`src/rtl/sync_fifo_param_if.sv`:
```
// sync_fifo_param_if: write/read/status bundle for the parametrised sync FIFO
interface sync_fifo_param_if #(
  parameter int DATA_W = 16,
  parameter int ADDR_W = 7
);
  logic [DATA_W-1:0] wrt_data;
  logic              wrt_en;
  logic              full;
  logic              almost_full;
  logic              rd_en;
  logic [DATA_W-1:0] rd_data;
  logic              rd_valid;
  logic              empty;
  logic              almost_empty;
  logic [ADDR_W:0]   count;
  logic              overflow;
  logic              underflow;
  logic              clr_err;
  modport master (
    output wrt_data, wrt_en, rd_en, clr_err,
    input  full, almost_full, rd_data, rd_valid, empty, almost_empty, count, overflow, underflow
  );
  modport slave (
    input  wrt_data, wrt_en, rd_en, clr_err,
    output full, almost_full, rd_data, rd_valid, empty, almost_empty, count, overflow, underflow
  );
endinterface

```
`src/rtl/sync_fifo_param.sv`:
```
// sync_fifo_param: single-clock FIFO with registered count/flags, sticky errors, optional FWFT
module sync_fifo_param #(
  parameter int DATA_W    = 16,
  parameter int ADDR_W    = 7,
  parameter int AFULL_TH  = 120,
  parameter int AEMPTY_TH = 8,
  parameter int FWFT      = 0
) (
  input logic clk,
  input logic rst,
  sync_fifo_param_if.slave b
);
  localparam int DEPTH = 1 << ADDR_W;
  localparam logic [ADDR_W:0] AF = AFULL_TH[ADDR_W:0];
  localparam logic [ADDR_W:0] AE = AEMPTY_TH[ADDR_W:0];
  logic [DATA_W-1:0] mem [DEPTH];
  logic [ADDR_W:0]   wr_ptr, rd_ptr, cnt, cnt_nxt;
  logic              wr_ok, rd_ok;
  logic              empty_q, full_q, af_q, ae_q, of_q, uf_q, rv_q;
  logic [DATA_W-1:0] rd_q, head;
  always_comb begin
    wr_ok   = b.wrt_en && !full_q;
    rd_ok   = b.rd_en && !empty_q;
    cnt_nxt = cnt + (ADDR_W+1)'(wr_ok) - (ADDR_W+1)'(rd_ok);
    head    = mem[rd_ptr[ADDR_W-1:0]];
  end
  always_ff @(posedge clk)
    if (!rst && wr_ok) mem[wr_ptr[ADDR_W-1:0]] <= b.wrt_data;
  always_ff @(posedge clk) begin
    if (rst) begin
      wr_ptr  <= '0;
      rd_ptr  <= '0;
      cnt     <= '0;
      empty_q <= 1'b1;
      ae_q    <= 1'b1;
      full_q  <= 1'b0;
      af_q    <= 1'b0;
      of_q    <= 1'b0;
      uf_q    <= 1'b0;
      rv_q    <= 1'b0;
      rd_q    <= '0;
    end else begin
      if (wr_ok) wr_ptr <= wr_ptr + 1'b1;
      if (rd_ok) rd_ptr <= rd_ptr + 1'b1;
      if (rd_ok) rd_q <= head;
      rv_q    <= rd_ok;
      cnt     <= cnt_nxt;
      empty_q <= cnt_nxt == '0;
      full_q  <= cnt_nxt[ADDR_W];
      af_q    <= cnt_nxt >= AF;
      ae_q    <= cnt_nxt <= AE;
      // a new error in the same cycle as clr_err must survive the clear
      of_q    <= (b.wrt_en && full_q) || (of_q && !b.clr_err);
      uf_q    <= (b.rd_en && empty_q) || (uf_q && !b.clr_err);
    end
  end
  assign b.rd_data      = FWFT != 0 ? head : rd_q;
  assign b.rd_valid     = FWFT != 0 ? !empty_q : rv_q;
  assign b.count        = cnt;
  assign b.empty        = empty_q;
  assign b.full         = full_q;
  assign b.almost_full  = af_q;
  assign b.almost_empty = ae_q;
  assign b.overflow     = of_q;
  assign b.underflow    = uf_q;
endmodule

```
`src/flat_wrapper.sv`:
```
// flat-port wrapper written by rule: the top's interface ports become plain ports
module sync_fifo_param_flat 
#(
  parameter int DATA_W    = 16,
  parameter int ADDR_W    = 7,
  parameter int AFULL_TH  = 120,
  parameter int AEMPTY_TH = 8,
  parameter int FWFT      = 0
)
  (clk, rst, b_wrt_data, b_wrt_en, b_rd_en, b_clr_err, b_full, b_almost_full, b_rd_data, b_rd_valid, b_empty, b_almost_empty, b_count, b_overflow, b_underflow);
  sync_fifo_param_if #(.DATA_W(DATA_W), .ADDR_W(ADDR_W)) b_i ();
  input logic clk;
  input logic rst;
  input wire logic [$bits(b_i.wrt_data)-1:0] b_wrt_data;
  input wire logic [$bits(b_i.wrt_en)-1:0] b_wrt_en;
  input wire logic [$bits(b_i.rd_en)-1:0] b_rd_en;
  input wire logic [$bits(b_i.clr_err)-1:0] b_clr_err;
  output wire logic [$bits(b_i.full)-1:0] b_full;
  output wire logic [$bits(b_i.almost_full)-1:0] b_almost_full;
  output wire logic [$bits(b_i.rd_data)-1:0] b_rd_data;
  output wire logic [$bits(b_i.rd_valid)-1:0] b_rd_valid;
  output wire logic [$bits(b_i.empty)-1:0] b_empty;
  output wire logic [$bits(b_i.almost_empty)-1:0] b_almost_empty;
  output wire logic [$bits(b_i.count)-1:0] b_count;
  output wire logic [$bits(b_i.overflow)-1:0] b_overflow;
  output wire logic [$bits(b_i.underflow)-1:0] b_underflow;
  assign b_i.wrt_data = b_wrt_data;
  assign b_i.wrt_en = b_wrt_en;
  assign b_i.rd_en = b_rd_en;
  assign b_i.clr_err = b_clr_err;
  assign b_full = b_i.full;
  assign b_almost_full = b_i.almost_full;
  assign b_rd_data = b_i.rd_data;
  assign b_rd_valid = b_i.rd_valid;
  assign b_empty = b_i.empty;
  assign b_almost_empty = b_i.almost_empty;
  assign b_count = b_i.count;
  assign b_overflow = b_i.overflow;
  assign b_underflow = b_i.underflow;
  sync_fifo_param #(.DATA_W(DATA_W), .ADDR_W(ADDR_W), .AFULL_TH(AFULL_TH), .AEMPTY_TH(AEMPTY_TH), .FWFT(FWFT)) u_core (.clk(clk), .rst(rst), .b(b_i));
endmodule
```
`config.mk`:
```
export PLATFORM = sky130hd
export DESIGN_NAME = sync_fifo_param_flat
export DESIGN_NICKNAME = d
export VERILOG_FILES = /design/src/rtl/sync_fifo_param_if.sv /design/src/rtl/sync_fifo_param.sv /design/src/flat_wrapper.sv
export SDC_FILE = /design/constraint.sdc
export NUM_CORES = 2
export LEC_CHECK = 0
export CORE_MARGIN = 5
export CORE_UTILIZATION = 45
export DETAILED_ROUTE_END_ITERATION = 10
export PLACE_DENSITY = 0.73
export REMOVE_ABC_BUFFERS = 1
export SLEW_MARGIN = 40
export SYNTH_ARGS = -nofsm -noshare
export SYNTH_HDL_FRONTEND = slang
export SYNTH_SLANG_ARGS = --single-unit
```
`constraint.sdc`:
```
create_clock -name clk -period 3.5 [get_ports clk]
set_input_delay 0.7 -clock clk [delete_from_list [all_inputs] [get_ports clk]]
set_output_delay 0.7 -clock clk [all_outputs]
set_load 0.005 [all_outputs]
```
Word level (Yosys, flattened, before mapping)
Memories as Yosys holds them, arrays and structs flattened. A register that Yosys moved wholly into a read port is not among the register bits.
Index checks and enable logic that the tools add are counted.
{"block": "totals", "latch_bits": 0, "regBits": 31, "output_inout_bits": 31, "ram_bits": 2048, "input_bits": 21, "memories": 1, "romBits": 0}
{"memory": "u_core.mem", "words": 128, "width": 16, "rd": 1, "rd_clocked_by_memory_dff": 1, "wr": 1, "line_no": "sync_fifo_param.sv:16", "rtl": "logic [DATA_W-1:0] mem [DEPTH];"}
{"block": "op_classes", "mux": 2, "n_div": 0, "magnitude_cmp": 2, "n_mul": 0, "n_eq_ne": 0, "reduce_logical": 14, "n_addsub": 4, "n_bitwise": 0, "n_shift": 0}
{"op": "$add A8 B1 Y8 const B", "n": 2}
{"op": "$add A8 B1 Y8", "n": 1}
{"op": "$ge A8 B7 Y1 const B", "n": 1}
{"op": "$le A8 B4 Y1 const B", "n": 1}
{"op": "$logic_not A8 Y1", "n": 1}
{"op": "$sub A8 B1 Y8", "n": 1}
{"op": "$logic_and A1 B1 Y1", "n": 7}
{"op": "$logic_not A1 Y1", "n": 4}
{"op": "$logic_or A1 B1 Y1", "n": 2}
{"op": "$mux W1", "n": 2}

Longest topological paths before layout
{"block": "logic_depth", "ltp_word": 5, "ltp_mapped": 16}

Least setup slack after synthesis
No wires, ideal clock.
{"block": "synth_timing", "kind": "input -> register", "start": "input rst", "end": "memory u_core.mem[103][0] (enable)", "arrival_ns": 2.924, "setup_slack_ns": 0.146, "stages": 4, "path_buffers": 3, "path_cell_list": "buf_4 > clkbuf_1 > buf_1 > nor4_1"}
{"block": "synth_between", "elab_chain_cells": 4}
{"item": "from (decl)", "line_no": "flat_wrapper.sv:13", "rtl": "input logic rst;"}
{"item": "$logic_not A1 Y1", "line_no": "sync_fifo_param.sv:28", "rtl": "if (!rst && wr_ok) mem[wr_ptr[ADDR_W-1:0]] <= b.wrt_data;"}
{"item": "$logic_and A1 B1 Y1", "line_no": "sync_fifo_param.sv:28"}
{"item": "$mux W1", "line_no": "sync_fifo_param.sv:28"}
{"item": "$mux W1 (not written as such)", "line_no": "sync_fifo_param.sv:28"}
{"item": "to (decl)", "line_no": "sync_fifo_param.sv:16"}
Every way passes these cells.

==> impl_metrics.tcl <==
set metrics [dict create \
    status "finished clean" \
    rows 156 \
    hold_depth 1 \
    grt_overflow 0 \
    drv_cap 0 \
    layout_common_cells "2048 x edfxtp_1, 408 x mux4_2, 270 x buf_4, 257 x mux2i_1, 200 x clkbuf_16" \
    finalInstanceArea_um2 94200 \
    num_io_pins 52 \
    post-dp-hpwl_um 131000 \
    synth_cells 3960 \
    fin_crit_ps 3480 \
    synth_top_area_share_pct 75.2 \
    slew_viol_final 0 \
    critPathKind "flip-flop to flip-flop" \
    ff2ff_path_depth 9 \
    clk_latency_ps 860 \
    yosys_most_used_dff "edfxtp_1" \
    ys_seq_area_share_pct 76.3 \
    ys_top_cells_by_area "edfxtp_1 75%, mux4_2 11%, mux2i_1 3.1%, dfxtp_1 1.1%, nor2_1 0.91%" \
    syn_area_um2 81700 \
    drc_errors 0 \
    gp_congestion 0.904 \
    crit_required_ps 4220 \
    cp_data_arrival_time_ps 4200 \
    clockBufferDepth 3 \
    drt_iter0_drc 6538 \
    ctsRootBufferMaster "clkbuf_16" \
    crit_fanout 24 \
    critPathCaptureType "flip-flop" \
    clock-sinks 2092 \
    initial_core_util_pct 45.2 \
    cts_setup_buffers 0 \
    antenna_left 0 \
    hold_start "b_wrt_data[8]" \
    dp_cells 6527 \
    synth_warnings 0 \
    area_delta_synth_final_pct 15.3 \
    grt_pass1_vias 41700 \
    clock.fmax_mhz 287 \
    async_flop_share_pct 0 \
    drive_above_1_share_pct 25.4 \
    synth_top_cell_by_area "edfxtp_1" \
    post_cts_resized 0 \
    finalHoldViolCount 0 \
    fill_cells 13700 \
    die_h_um 436 \
    whs_endpoint "u_core.mem[41][8]" \
    synth-seq-cells 2092 \
    drtPass1Iterations 6 \
    power_leakage_nw 29.1 \
    min_path_type "input port to flip-flop" \
    wl_per_cell_um 30.7 \
    cts_tree "done" \
    finalSetupViolations 0 \
    r2r_end "u_core.b.rd_data[5]" \
    placed_area_um2 87900 \
    wirelength_um 212000 \
    start_kind "flip-flop" \
    grt_first_pass_wirelength_um 304000 \
    grt_max_degree 98 \
    stdcell_count 6901 \
    io_buffers 51 \
    antenna_found_initial 4 \
    timing.rr.start "u_core.rd_ptr[0]" \
    slew_headroom_pct 32.7 \
    die_x_um 436 \
    grt_setup_unrepaired "no" \
    finClkSkew_ps 62.2 \
    clkTransAtPathRegs_ps 60 \
    power_density_nw_per_um2 555 \
    syn_area_per_cell_um2 20.6 \
    regToRegSetupSlack_ps 20 \
    ir_worst_vdd_v 0.000436 \
    tightestPinTransition_ps 999 \
    yosysUniqueCellTypes 71 \
    die_area_um2 190000 \
    synth_edf_count 2048 \
    nNetsFinal 4392 \
    vias 42500 \
    worst_slack_ps 16.7 \
    place_ws_ps -383 \
    viasPerCell 6.16 \
    cts_max_level 4 \
    core_um2 181000 \
    layout_commonest_cell "edfxtp_1" \
    post-route-period-util_pct 99.5 \
    postCtsHoldBufs 0 \
    numCtsBuffers 200 \
    grt_use_total_pct 22.0 \
]
## power breakdown
part           internal [mW]  leakage (nW)  switching, mW
clock network           11.5          3.09           9.32
registers               27.6          18.8          0.147
logic                   1.59          7.29           2.12
total                   40.7          29.1           11.6
## flip-flops by register name (all words and copies together) (netlist names)
register / count
u_core.wr_ptr: 7
u_core.b.empty: 1
u_core.b.overflow: 1
u_core.b.rd_data: 16
u_core.b.almost_empty: 1
u_core.b.underflow: 1
u_core.b.rd_valid: 1
u_core.b.count: 7
u_core.b.full: 1
u_core.b.almost_full: 1
u_core.rd_ptr: 7
u_core.mem: 2048
## worst max-delay path by stage
stage,from,depth (start not counted),end
4_1_cts,u_core.rd_ptr[0],9,u_core.b.rd_data[5]
3_3_place_gp,b_rd_en,14,u_core.b.empty
2_1_floorplan,u_core.rd_ptr[0],7,u_core.b.rd_data[5]
5_1_grt,u_core.rd_ptr[1],10,u_core.b.rd_data[9]
3_5_place_dp,b_rd_en,15,u_core.b.empty
6_report,u_core.rd_ptr[0],9,u_core.b.rd_data[5]
## metal layers
layer  GRT usage, %  vias to the layer above  wire [µm]
met2           34.1                     2579      99800
met3           5.70                      478      23400
met4           9.38                        2       9770
met1           29.7                    22200      79100
li1               -                    17200          -
met5              0                        -         13
## cells in the mapped netlist, drive strengths merged, types with 24 or more instances
cell type / count
o21ai: 47
a211oi: 24
o221ai: 32
mux2i: 257
clkbuf: 68
a221oi: 29
nand2: 159
mux2: 30
a21oi: 89
a22oi: 39
dfxtp: 44
edfxtp: 2048
nor2: 201
buf: 164
mux4: 417
## area by class of cell
class / count / area [µm²] / area share [%]
flip-flops and latches: 2092 / 62400 / 66.2
inverters: 18 / 70.1 / 0.0744
clock buffers: 248 / 5200 / 5.52
multi-input cells: 1618 / 17600 / 18.7
clock inverters: 121 / 1110 / 1.18
diodes: 4 / 10.0 / 0.0106
well taps: 2370 / 2970 / 3.15
repair buffers: 430 / 4850 / 5.15
## logic make-up after synthesis
group	share of synthesized area (%)
DFF	76.3
muxes	15.1
and+or+nand+nor	2.78
AOI/OAI and AO/OA	3.25
buffers and inverters	2.18
xor gates and xnor gates	0.193
adders and majority gates	0.178
## critical path, cell delays in order, from the launching register on
cell and delay, ps:
dfxtp_4 720, buf_12 300, buf_4 270, mux4_2 550, nand2_1 90, a21oi_1 140
a2111oi_0 740, buf_4 290, o311a_1 150, nor4_1 50
## stage by stage
stage               TNS, ps  util (%)  power, mW  hold slack [ps]
floorplan           -363450         -       31.4              485
global placement       -851      48.6       31.9              495
detailed placement    -1170      48.6       32.0              516
CTS                       0      52.1       52.5              224
global route              0      52.1       53.9              242
finish                    0      52.1       52.3              269
Power figures use the tool's default switching activity.
